--- src/rtl/aib_io_ctrl_if.sv ---
// aib_io_ctrl_if
//   Bundles the request side (channel configuration registers) and the
//   pad side (AIB buffer c_* inputs plus datapath status) of aib_io_ctrl.
//
//   Request signals (driven by the configuration registers):
//     i_en                level request, 1 = bring pad up, 0 = bring it down
//     i_cfg_ddr_mode      requested DDR mode
//     i_cfg_async_mode    requested async mode
//     i_cfg_drv_strength  target drive strength, 0..15
//     i_cfg_pull_up       weak pull-up request used while idle
//     i_cfg_pull_down     weak pull-down request used while idle
//   Pad/status signals (driven by the controller):
//     o_io_tx_en, o_io_ddr_mode, o_io_async_mode, o_drv_strength,
//     o_drv_pull_up, o_drv_pull_down  -> buffer configuration
//     o_ready  pad fully active
//     o_busy   sequencing in progress
//
//   modport master: configuration-register side
//   modport slave : controller side
interface aib_io_ctrl_if;
  logic       i_en;
  logic       i_cfg_ddr_mode;
  logic       i_cfg_async_mode;
  logic [3:0] i_cfg_drv_strength;
  logic       i_cfg_pull_up;
  logic       i_cfg_pull_down;

  logic       o_io_tx_en;
  logic       o_io_ddr_mode;
  logic       o_io_async_mode;
  logic [3:0] o_drv_strength;
  logic       o_drv_pull_up;
  logic       o_drv_pull_down;
  logic       o_ready;
  logic       o_busy;

  modport master (
    output i_en, i_cfg_ddr_mode, i_cfg_async_mode, i_cfg_drv_strength,
           i_cfg_pull_up, i_cfg_pull_down,
    input  o_io_tx_en, o_io_ddr_mode, o_io_async_mode, o_drv_strength,
           o_drv_pull_up, o_drv_pull_down, o_ready, o_busy
  );

  modport slave (
    input  i_en, i_cfg_ddr_mode, i_cfg_async_mode, i_cfg_drv_strength,
           i_cfg_pull_up, i_cfg_pull_down,
    output o_io_tx_en, o_io_ddr_mode, o_io_async_mode, o_drv_strength,
           o_drv_pull_up, o_drv_pull_down, o_ready, o_busy
  );
endinterface

--- src/rtl/aib_io_ctrl.sv ---
// aib_io_ctrl
//   Power-up/power-down sequencer for the configuration inputs of an AIB
//   I/O buffer. Latches the requested mode when leaving idle, lets the pad
//   settle with the driver off, then ramps drive strength one step at a
//   time up to the latched target (and back down to zero on release).
//
//   Parameters:
//     SETTLE_CYC  cycles spent in SETUP before the first strength step (>=1)
//     STEP_CYC    cycles each strength value is held during a ramp (>=1)
//   Ports:
//     i_clk    clock, all logic on the rising edge
//     i_rst_n  asynchronous active-low reset
//     bus      aib_io_ctrl_if.slave: request inputs and registered pad outputs
module aib_io_ctrl #(
  parameter int SETTLE_CYC = 16,
  parameter int STEP_CYC   = 8
) (
  input  logic          i_clk,
  input  logic          i_rst_n,
  aib_io_ctrl_if.slave  bus
);

  localparam int MAX_CYC = (SETTLE_CYC > STEP_CYC) ? SETTLE_CYC : STEP_CYC;
  localparam int CNT_W   = $clog2(MAX_CYC + 1);

  // The counter is loaded with N-1 and the transition fires on the edge
  // where it reads zero, which gives exactly N cycles in the current phase.
  localparam logic [CNT_W-1:0] SETTLE_LOAD = CNT_W'(SETTLE_CYC - 1);
  localparam logic [CNT_W-1:0] STEP_LOAD   = CNT_W'(STEP_CYC - 1);

  typedef enum logic [2:0] {
    IDLE,
    SETUP,
    RAMP_UP,
    ACTIVE,
    RAMP_DN
  } state_t;

  state_t           state;
  logic [3:0]       target;
  logic [CNT_W-1:0] hold_cnt;
  logic             hold_done;

  assign hold_done = (hold_cnt == '0);

  always_ff @(posedge i_clk or negedge i_rst_n) begin
    if (!i_rst_n) begin
      state               <= IDLE;
      target              <= 4'd0;
      hold_cnt            <= '0;
      bus.o_io_tx_en      <= 1'b0;
      bus.o_io_ddr_mode   <= 1'b0;
      bus.o_io_async_mode <= 1'b0;
      bus.o_drv_strength  <= 4'd0;
      bus.o_drv_pull_up   <= 1'b0;
      bus.o_drv_pull_down <= 1'b1;
      bus.o_ready         <= 1'b0;
      bus.o_busy          <= 1'b0;
    end else begin
      case (state)
        IDLE: begin
          bus.o_io_tx_en     <= 1'b0;
          bus.o_drv_strength <= 4'd0;
          bus.o_ready        <= 1'b0;
          bus.o_busy         <= 1'b0;
          if (bus.i_en) begin
            // Mode is captured here and nowhere else, so it stays stable
            // for the whole time the driver may be on.
            state               <= SETUP;
            target              <= bus.i_cfg_drv_strength;
            bus.o_io_ddr_mode   <= bus.i_cfg_ddr_mode;
            bus.o_io_async_mode <= bus.i_cfg_async_mode;
            bus.o_drv_pull_up   <= 1'b0;
            bus.o_drv_pull_down <= 1'b0;
            bus.o_busy          <= 1'b1;
            hold_cnt            <= SETTLE_LOAD;
          end else begin
            bus.o_drv_pull_up   <= bus.i_cfg_pull_up;
            bus.o_drv_pull_down <= bus.i_cfg_pull_down;
          end
        end

        SETUP: begin
          if (!bus.i_en) begin
            // Abort before the driver was ever enabled.
            state               <= IDLE;
            bus.o_busy          <= 1'b0;
            bus.o_drv_pull_up   <= bus.i_cfg_pull_up;
            bus.o_drv_pull_down <= bus.i_cfg_pull_down;
          end else if (hold_done) begin
            bus.o_io_tx_en <= 1'b1;
            hold_cnt       <= STEP_LOAD;
            if (target == 4'd0) begin
              state              <= ACTIVE;
              bus.o_drv_strength <= 4'd0;
              bus.o_ready        <= 1'b1;
              bus.o_busy         <= 1'b0;
            end else begin
              state              <= RAMP_UP;
              bus.o_drv_strength <= 4'd1;
            end
          end else begin
            hold_cnt <= hold_cnt - 1'b1;
          end
        end

        RAMP_UP: begin
          if (!bus.i_en) begin
            state    <= RAMP_DN;
            hold_cnt <= STEP_LOAD;
          end else if (hold_done) begin
            hold_cnt <= STEP_LOAD;
            // Compare with >= so a step can never carry strength past target.
            if (bus.o_drv_strength >= target) begin
              state       <= ACTIVE;
              bus.o_ready <= 1'b1;
              bus.o_busy  <= 1'b0;
            end else begin
              bus.o_drv_strength <= bus.o_drv_strength + 4'd1;
            end
          end else begin
            hold_cnt <= hold_cnt - 1'b1;
          end
        end

        ACTIVE: begin
          if (!bus.i_en) begin
            bus.o_ready <= 1'b0;
            if (bus.o_drv_strength == 4'd0) begin
              state               <= IDLE;
              bus.o_io_tx_en      <= 1'b0;
              bus.o_busy          <= 1'b0;
              bus.o_drv_pull_up   <= bus.i_cfg_pull_up;
              bus.o_drv_pull_down <= bus.i_cfg_pull_down;
            end else begin
              state      <= RAMP_DN;
              bus.o_busy <= 1'b1;
              hold_cnt   <= STEP_LOAD;
            end
          end
        end

        RAMP_DN: begin
          if (bus.i_en) begin
            // Resume toward the target latched at the original bring-up.
            state    <= RAMP_UP;
            hold_cnt <= STEP_LOAD;
          end else if (hold_done) begin
            hold_cnt <= STEP_LOAD;
            // Stepping from 1 (or a stray 0) lands at zero: the driver goes
            // off in the same edge that strength reaches zero.
            if (bus.o_drv_strength <= 4'd1) begin
              state               <= IDLE;
              bus.o_drv_strength  <= 4'd0;
              bus.o_io_tx_en      <= 1'b0;
              bus.o_busy          <= 1'b0;
              bus.o_drv_pull_up   <= bus.i_cfg_pull_up;
              bus.o_drv_pull_down <= bus.i_cfg_pull_down;
            end else begin
              bus.o_drv_strength <= bus.o_drv_strength - 4'd1;
            end
          end else begin
            hold_cnt <= hold_cnt - 1'b1;
          end
        end

        default: begin
          state <= IDLE;
        end
      endcase
    end
  end

endmodule

--- src/flat_wrapper.sv ---
// flat-port wrapper written by rule: the top's interface ports become plain ports
module aib_io_ctrl_flat 
#(
  parameter int SETTLE_CYC = 16,
  parameter int STEP_CYC   = 8
)
  (i_clk, i_rst_n, bus_i_en, bus_i_cfg_ddr_mode, bus_i_cfg_async_mode, bus_i_cfg_drv_strength, bus_i_cfg_pull_up, bus_i_cfg_pull_down, bus_o_io_tx_en, bus_o_io_ddr_mode, bus_o_io_async_mode, bus_o_drv_strength, bus_o_drv_pull_up, bus_o_drv_pull_down, bus_o_ready, bus_o_busy);
  aib_io_ctrl_if bus_i ();
  input  logic i_clk;
  input  logic i_rst_n;
  input wire logic [$bits(bus_i.i_en)-1:0] bus_i_en;
  input wire logic [$bits(bus_i.i_cfg_ddr_mode)-1:0] bus_i_cfg_ddr_mode;
  input wire logic [$bits(bus_i.i_cfg_async_mode)-1:0] bus_i_cfg_async_mode;
  input wire logic [$bits(bus_i.i_cfg_drv_strength)-1:0] bus_i_cfg_drv_strength;
  input wire logic [$bits(bus_i.i_cfg_pull_up)-1:0] bus_i_cfg_pull_up;
  input wire logic [$bits(bus_i.i_cfg_pull_down)-1:0] bus_i_cfg_pull_down;
  output wire logic [$bits(bus_i.o_io_tx_en)-1:0] bus_o_io_tx_en;
  output wire logic [$bits(bus_i.o_io_ddr_mode)-1:0] bus_o_io_ddr_mode;
  output wire logic [$bits(bus_i.o_io_async_mode)-1:0] bus_o_io_async_mode;
  output wire logic [$bits(bus_i.o_drv_strength)-1:0] bus_o_drv_strength;
  output wire logic [$bits(bus_i.o_drv_pull_up)-1:0] bus_o_drv_pull_up;
  output wire logic [$bits(bus_i.o_drv_pull_down)-1:0] bus_o_drv_pull_down;
  output wire logic [$bits(bus_i.o_ready)-1:0] bus_o_ready;
  output wire logic [$bits(bus_i.o_busy)-1:0] bus_o_busy;
  assign bus_i.i_en = bus_i_en;
  assign bus_i.i_cfg_ddr_mode = bus_i_cfg_ddr_mode;
  assign bus_i.i_cfg_async_mode = bus_i_cfg_async_mode;
  assign bus_i.i_cfg_drv_strength = bus_i_cfg_drv_strength;
  assign bus_i.i_cfg_pull_up = bus_i_cfg_pull_up;
  assign bus_i.i_cfg_pull_down = bus_i_cfg_pull_down;
  assign bus_o_io_tx_en = bus_i.o_io_tx_en;
  assign bus_o_io_ddr_mode = bus_i.o_io_ddr_mode;
  assign bus_o_io_async_mode = bus_i.o_io_async_mode;
  assign bus_o_drv_strength = bus_i.o_drv_strength;
  assign bus_o_drv_pull_up = bus_i.o_drv_pull_up;
  assign bus_o_drv_pull_down = bus_i.o_drv_pull_down;
  assign bus_o_ready = bus_i.o_ready;
  assign bus_o_busy = bus_i.o_busy;
  aib_io_ctrl #(.SETTLE_CYC(SETTLE_CYC), .STEP_CYC(STEP_CYC)) u_core (.i_clk(i_clk), .i_rst_n(i_rst_n), .bus(bus_i));
endmodule
--- config.mk ---
export PLATFORM = sky130hd
export DESIGN_NAME = aib_io_ctrl_flat
export DESIGN_NICKNAME = d
export VERILOG_FILES = /design/src/rtl/aib_io_ctrl_if.sv /design/src/rtl/aib_io_ctrl.sv /design/src/flat_wrapper.sv
export SDC_FILE = /design/constraint.sdc
export NUM_CORES = 1
export LEC_CHECK = 0
export CORE_ASPECT_RATIO = 1.2
export CORE_MARGIN = 4
export CORE_UTILIZATION = 50
export CTS_BUF_LIST = sky130_fd_sc_hd__clkbuf_8
export CTS_CLUSTER_SIZE = 14
export DETAILED_ROUTE_END_ITERATION = 10
export PLACE_DENSITY = 0.74
export RECOVER_POWER = 100
export SLEW_MARGIN = 10
export SYNTH_ARGS = -nofsm -noshare
export SYNTH_HDL_FRONTEND = slang
export SYNTH_SLANG_ARGS = --single-unit
--- constraint.sdc ---
create_clock -name i_clk -period 3.46 [get_ports i_clk]
set_input_delay 0.692 -clock i_clk [delete_from_list [all_inputs] [get_ports i_clk]]
set_output_delay 0.692 -clock i_clk [all_outputs]
set_load 0.03 [all_outputs]
==> impl_metrics.env, run 1 <==
export IMPL_fin_area_mm2=0.001919
export IMPL_cts_made_buffers=3
export IMPL_register_area_um2=576.8
export IMPL_drt_total_wl_um=3676
export IMPL_synthTopCellsByArea="dfrtp_1 33%, ha_1 7.6%, a21oi_1 4.3%"
export IMPL_syn_avg_cell_area_um2=8.719
export IMPL_p_leak_nw=0.7995
export IMPL_cts_root_buf="clkbuf_8"
export IMPL_fillCellCount=283
export IMPL_clkTransAtPathRegs_ns=0.08
export IMPL_core_area_mm2=0.003110
export IMPL_grt_overflow=0
export IMPL_relSlewSlack=0.3028
export IMPL_crit_arrival_ns=2.97
export IMPL_die_area_mm2=0.004282
export IMPL_antenna_cells=0
export IMPL_drt_iter0_markers=76
export IMPL_routedWlPerCell_um=15.19
export IMPL_synth_edf_count=0
export IMPL_cts_tree="done"
export IMPL_cp_startpoint="u_core.hold_cnt[0]$_DFFE_PN0P_"
export IMPL_ys_ff_latch=23
export IMPL_synth_cell_types=50
export IMPL_fin_crit_sh=0.8143
export IMPL_final_util=0.6171
export IMPL_synth_top_cell_by_area="dfrtp_1"
export IMPL_synth_async_reset_ratio=1.000
export IMPL_grt_max_degree=29
export IMPL_syn_num_nets=210
export IMPL_start_util=0.5298
export IMPL_reg2regPathDepth=7
export IMPL_gp_congestion=0.8896
export IMPL_holdCritStartpoint="u_core.bus.o_drv_pull_down$_DFFE_PN1P_"
export IMPL_endpoint_kind="register"
export IMPL_hpwl_um=2718
export IMPL_required_ns=3.61
export IMPL_status="completed"
export IMPL_worst_r2r_endpoint="u_core.bus.o_drv_strength[1]$_DFFE_PN0P_"
export IMPL_grt_pass1_wl_um=6375
export IMPL_worst_pin_slew_ns=1.042
export IMPL_num_vias=1511
export IMPL_ant_nets=0
export IMPL_drc=0
export IMPL_synth_top_cell_area_share=0.3341
export IMPL_synth_ff_type="dfrtp_1"
export IMPL_ys_seq_area_frac=0.3500
export IMPL_placed_cells=238
export IMPL_whs_path_depth=2
export IMPL_r2r_setup_slack_ns=0.64
export IMPL_slew_violations=0
export IMPL_fp_dieW_um=60.41
export IMPL_holdPathEnd="u_core.bus.o_drv_pull_down$_DFFE_PN1P_"
export IMPL_tns_ns=0
export IMPL_fmax_mhz=354.9
export IMPL_worstPathMaxFanout=6
export IMPL_placed_area_mm2=0.001887
export IMPL_cts_sinks=23
export IMPL_syn_inst=189
export IMPL_ys_warn_count=0
export IMPL_antenna_found_initial=0
export IMPL_ir_drop_mv=0.4943
export IMPL_first_global_vias=1470
export IMPL_cts_resized=0
export IMPL_netlist_area_mm2=0.001648
export IMPL_viasPerCell=6.244
export IMPL_io_buffers=21
export IMPL_detail_route_first_pass_iterations=4
export IMPL_cap_violations=0
export IMPL_finClkSkew_ns=0.001043
export IMPL_hold_viol=0
export IMPL_hold_path_class="register to register"
export IMPL_insertion_delay_ns=0.26
export IMPL_fin_cells=242
export IMPL_postCtsHoldBufs=0
export IMPL_htreeDepth=1
export IMPL_final_layout_size_suffix_gt1_frac=0.07767
export IMPL_worst_r2r_startpoint="u_core.hold_cnt[0]$_DFFE_PN0P_"
export IMPL_setup_viol=0
export IMPL_num_rows=22
export IMPL_fp_dieH_um=70.89
export IMPL_finalNetCount=228
export IMPL_min_period_ns=2.818
export IMPL_ioPinCount=22
export IMPL_power_density_mw_per_mm2=648.6
export IMPL_rsz0062_at_grt="false"
export IMPL_cts_setup_buffers=0
export IMPL_clk_path_buf_depth=2
export IMPL_multi_input_area_um2=962.2
export IMPL_crit_type="register to register"
export IMPL_areaGrowthSynthToFinish_pct=16.48
export IMPL_critPathLaunchType="register"
export IMPL_grt_usage=0.1871
[synthesized netlist by cell type (2+ instances only)]
library cell,n
a211oi_1,3
a21oi_1,14
a22o_1,2
buf_1,2
clkbuf_1,9
dfrtp_1,22
ha_1,10
inv_1,14
mux2_2,5
mux2i_1,3
nand2_1,11
nand2b_1,6
nand3_1,5
nor2_1,17
nor3_1,7
nor3b_1,3
nor4_1,3
o211ai_1,2
o21ai_0,11
o22ai_1,2
o31a_1,2
o31ai_1,4
o32a_1,2
o41a_1,2
or3_1,2
or4_1,2
[flip-flops by register name, summed over array words and instances, names as in the netlist]
signal and flops:
u_core.bus.o_io_ddr_mode 1, u_core.hold_cnt 5, u_core.state 3, u_core.target 4
u_core.bus.o_io_tx_en 1, u_core.bus.o_drv_pull_down 1, u_core.bus.o_drv_strength 4, u_core.bus.o_io_async_mode 1
u_core.bus.o_drv_pull_up 1, u_core.bus.o_ready 1, u_core.bus.o_busy 1
[how the worst max path moves through the flow]
stage / to / slack (ns) / cells past startpoint
3_3_place_gp: u_core.bus.o_ready$_DFFE_PN0P_ / 0.57 / 5
4_1_cts: u_core.bus.o_ready$_DFFE_PN0P_ / 0.78 / 5
5_1_grt: u_core.bus.o_drv_strength[1]$_DFFE_PN0P_ / 0.47 / 7
3_5_place_dp: u_core.bus.o_ready$_DFFE_PN0P_ / 0.52 / 5
2_1_floorplan: u_core.bus.o_drv_strength[1]$_DFFE_PN0P_ / 0.76 / 7
6_report: u_core.bus.o_drv_strength[1]$_DFFE_PN0P_ / 0.64 / 7
[metal layers]
layer,up-vias,track usage,part of all wire
met5,-,0,0
met4,0,0.07635,0.012
met3,6,0.02372,0.038
met2,42,0.3065,0.52
met1,734,0.2437,0.43
li1,729,-,-
[metrics by stage]
step	power (mW)	hold slack (ns)	setup slack, ns
floorplan	0.8987	0.3964	0.7590
global placement	1.098	0.4605	0.5660
finish	1.245	0.4797	0.6424
CTS	1.284	0.4851	0.7806
global route	1.351	0.5113	0.4740
detailed placement	1.117	0.4730	0.5207
[critical path: stages (launching register included)]
cell	delay, ns
dfrtp_1	0.38
inv_1	0.11
ha_1	0.18
nor4b_1	0.81
a21boi_0	0.21
o311a_1	0.39
nor2_1	0.25
mux2_2	0.37
[logic make-up after synthesis]
logic type | after synthesis | share of synthesized area
compound gates | 55 | 0.2308
xor+xnor | 2 | 0.01063
fa+ha+maj | 11 | 0.08200
buf+inv | 26 | 0.05998
flops | 23 | 0.3500
mux | 9 | 0.06150
simple gates | 63 | 0.2050
[report_power, final]
part           switching, mW  total (mW)  internal (mW)  leakage, nW
Combinational          0.379       0.652          0.274        0.492
Sequential            0.0652       0.426          0.361        0.282
Clock                 0.0861       0.166         0.0803       0.0255
[placed cells by master (no fill, tap or decap), types with 3 or more instances in the layout]
cell type and n:
nand2_1 11, a211oi_1 3, dfrtp_1 22, a21oi_1 14
nand3_1 5, nor2_1 17, clkbuf_8 3, inv_1 14
nor4_1 3, nand2b_1 6, nor3_1 7, clkdlybuf4s50_1 8
o21ai_0 11, dlygate4sd3_1 13, ha_1 10, nor3b_1 3
mux2i_1 3, buf_4 3, o31ai_1 4, mux2_2 5
[final cells by class]
cell class | instances | share of cell area
multi-input combinational | 140 | 0.5013
sequential | 23 | 0.3005
timing repair buffer | 25 | 0.1232
inverter | 14 | 0.02738
tap | 36 | 0.02347
clock buffer | 3 | 0.02151
clock inverter | 1 | 0.002608
Power figures use the tool's default switching activity.
==> run 2, diff against run 1 <==
PLACE_DENSITY = 0.76   (was 0.74)
clock period = 2.45 ns   (was 3.46 ns; I/O delays follow)
==> run 2 against run 1 <==
  * Flip-flop and latch count is the same
  * Maximum frequency grew 20%
  * Highest routed layer unchanged
  * Final area grew 7.8%
  * Global-route usage grew 2.1 points
==> impl_metrics.env, run 2 (same netlist as run 1, synthesis figures left out) <==
export IMPL_fp_dieH_um=70.89
export IMPL_htreeDepth=1
export IMPL_cap_violations=0
export IMPL_clk_path_buf_depth=2
export IMPL_postCtsHoldBufs=0
export IMPL_drc=0
export IMPL_finalNetCount=247
export IMPL_grt_usage=0.2078
export IMPL_power_mw=1.902
export IMPL_cp_endpoint="u_core.bus.o_ready$_DFFE_PN0P_"
export IMPL_cp_startpoint="u_core.hold_cnt[1]$_DFFE_PN0P_"
export IMPL_placed_area_mm2=0.002032
export IMPL_hold_path_class="register to register"
export IMPL_crit_type="register to register"
export IMPL_reg_top3="u_core.hold_cnt x5, u_core.bus.o_drv_strength x4, u_core.target x4"
export IMPL_power_density_mw_per_mm2=919.8
export IMPL_routedWlPerCell_um=15.69
export IMPL_rsz0062_at_grt="false"
export IMPL_ioPinCount=22
export IMPL_cts_root_buf="clkbuf_8"
export IMPL_ant_nets=0
export IMPL_reg2regPathDepth=6
export IMPL_worst_r2r_startpoint="u_core.hold_cnt[1]$_DFFE_PN0P_"
export IMPL_num_vias=1592
export IMPL_viasPerCell=6.100
export IMPL_grt_max_degree=28
export IMPL_r2r_setup_slack_ns=0.1
export IMPL_antenna_cells=0
export IMPL_grt_pass1_wl_um=6982
export IMPL_holdCritStartpoint="u_core.bus.o_drv_pull_down$_DFFE_PN1P_"
export IMPL_worst_pin_slew_ns=1.297
export IMPL_holdWs_ns=0.4706
export IMPL_layout_commonest_cell="dfrtp_1"
export IMPL_fmax_mhz=425.0
export IMPL_first_global_vias=1570
export IMPL_fin_area_mm2=0.002068
export IMPL_core_area_mm2=0.003110
export IMPL_status="completed"
export IMPL_fillCellCount=277
export IMPL_p_leak_nw=0.8800
export IMPL_required_ns=2.60
export IMPL_insertion_delay_ns=0.26
export IMPL_final_cell_mix="21 x dfrtp_1, 17 x nor2_1, 16 x buf_4"
export IMPL_num_rows=22
export IMPL_worstPathMaxFanout=6
export IMPL_cts_tree="done"
export IMPL_setup_viol=0
export IMPL_largest_register="u_core.hold_cnt"
export IMPL_areaGrowthSynthToFinish_pct=25.51
export IMPL_endpoint_kind="register"
export IMPL_final_layout_size_suffix_gt1_frac=0.1644
export IMPL_grt_overflow=0
export IMPL_die_area_mm2=0.004282
export IMPL_io_buffers=21
export IMPL_drt_iter0_markers=103
export IMPL_detail_route_first_pass_iterations=4
export IMPL_fin_crit_sh=0.9603
export IMPL_relSlewSlack=0.1356
export IMPL_critPathLaunchType="register"
export IMPL_largest_reg_flops=5
export IMPL_ir_drop_mv=0.7636
export IMPL_worst_r2r_endpoint="u_core.bus.o_ready$_DFFE_PN0P_"
export IMPL_tns_ns=0
export IMPL_fp_dieW_um=60.41
export IMPL_min_period_ns=2.353
export IMPL_clkTransAtPathRegs_ns=0.09
export IMPL_crit_arrival_ns=2.50
export IMPL_finClkSkew_ns=0.004452
export IMPL_hpwl_um=3148
export IMPL_cts_made_buffers=3
export IMPL_antenna_found_initial=0
export IMPL_hold_viol=0
export IMPL_start_util=0.5298
export IMPL_cts_sinks=23
export IMPL_gp_congestion=0.8762
export IMPL_drt_total_wl_um=4094
export IMPL_dp_slack_ns=-0.01834
export IMPL_slew_violations=0
export IMPL_fin_ws_ns=0.09727
run 2: worst min path at each step:
stage	to	cells past startpoint
CTS	u_core.bus.o_drv_pull_down$_DFFE_PN1P_	2
finish	u_core.bus.o_drv_pull_down$_DFFE_PN1P_	2
global placement	u_core.bus.o_drv_pull_down$_DFFE_PN1P_	2
global route	u_core.bus.o_drv_pull_down$_DFFE_PN1P_	2
floorplan	u_core.bus.o_busy$_DFFE_PN0P_	0
detailed placement	u_core.bus.o_drv_pull_down$_DFFE_PN1P_	2
run 2: report_power, final:
| part | switching [mW] | total [mW] | internal, mW |
|---|---|---|---|
| Combinational | 0.608 | 1.08 | 0.471 |
| Sequential | 0.0736 | 0.586 | 0.512 |
| Clock | 0.124 | 0.237 | 0.113 |
| Total | 0.806 | 1.90 | 1.10 |
run 2: timing repair:
action / in CTS / in global routing
endpoints found under the setup margin: 2 / 2
pin swaps: 0 / 1
endpoints found under the hold margin: 0 / 0
gates resized for setup: 1 / 3
buffers inserted: 0 / 0
gates cloned: 0 / 0
run 2: metrics by stage:
stage,std cells,util
after detailed placement,257,0.6533
after global placement,257,0.6533
after CTS,261,0.6693
after floorplan,189,-
final,261,0.6649
after global routing,261,0.6649
run 2: cell type report:
class	count	area (µm²)	area share
Inverter	14	52.55	0.02541
Clock inverter	1	5.005	0.002420
Timing Repair Buffer	44	357.8	0.1730
Multi-Input combinational cell	140	988.4	0.4779
Clock buffer	3	41.29	0.01996
Sequential cell	23	578.1	0.2795
Tap cell	36	45.04	0.02178
run 2: layer usage:
| metal | wire (µm) | part of all wire | track usage | up-vias |
|---|---|---|---|---|
| met2 | 2213 | 0.54 | 0.3738 | 45 |
| met1 | 1700 | 0.42 | 0.2595 | 777 |
| met3 | 159 | 0.039 | 0.02920 | 4 |
| met4 | 20 | 0.0049 | 0.03695 | 0 |
| li1 | - | - | - | 766 |
| met5 | 0 | 0 | 0 | - |
run 2: worst max-delay path: stages, from the launching register on:
cell and delay, ns:
dfrtp_1 0.41, inv_2 0.08, ha_1 0.15, or4b_4 0.51
o41a_1 0.42, a311o_2 0.38, mux2_4 0.30
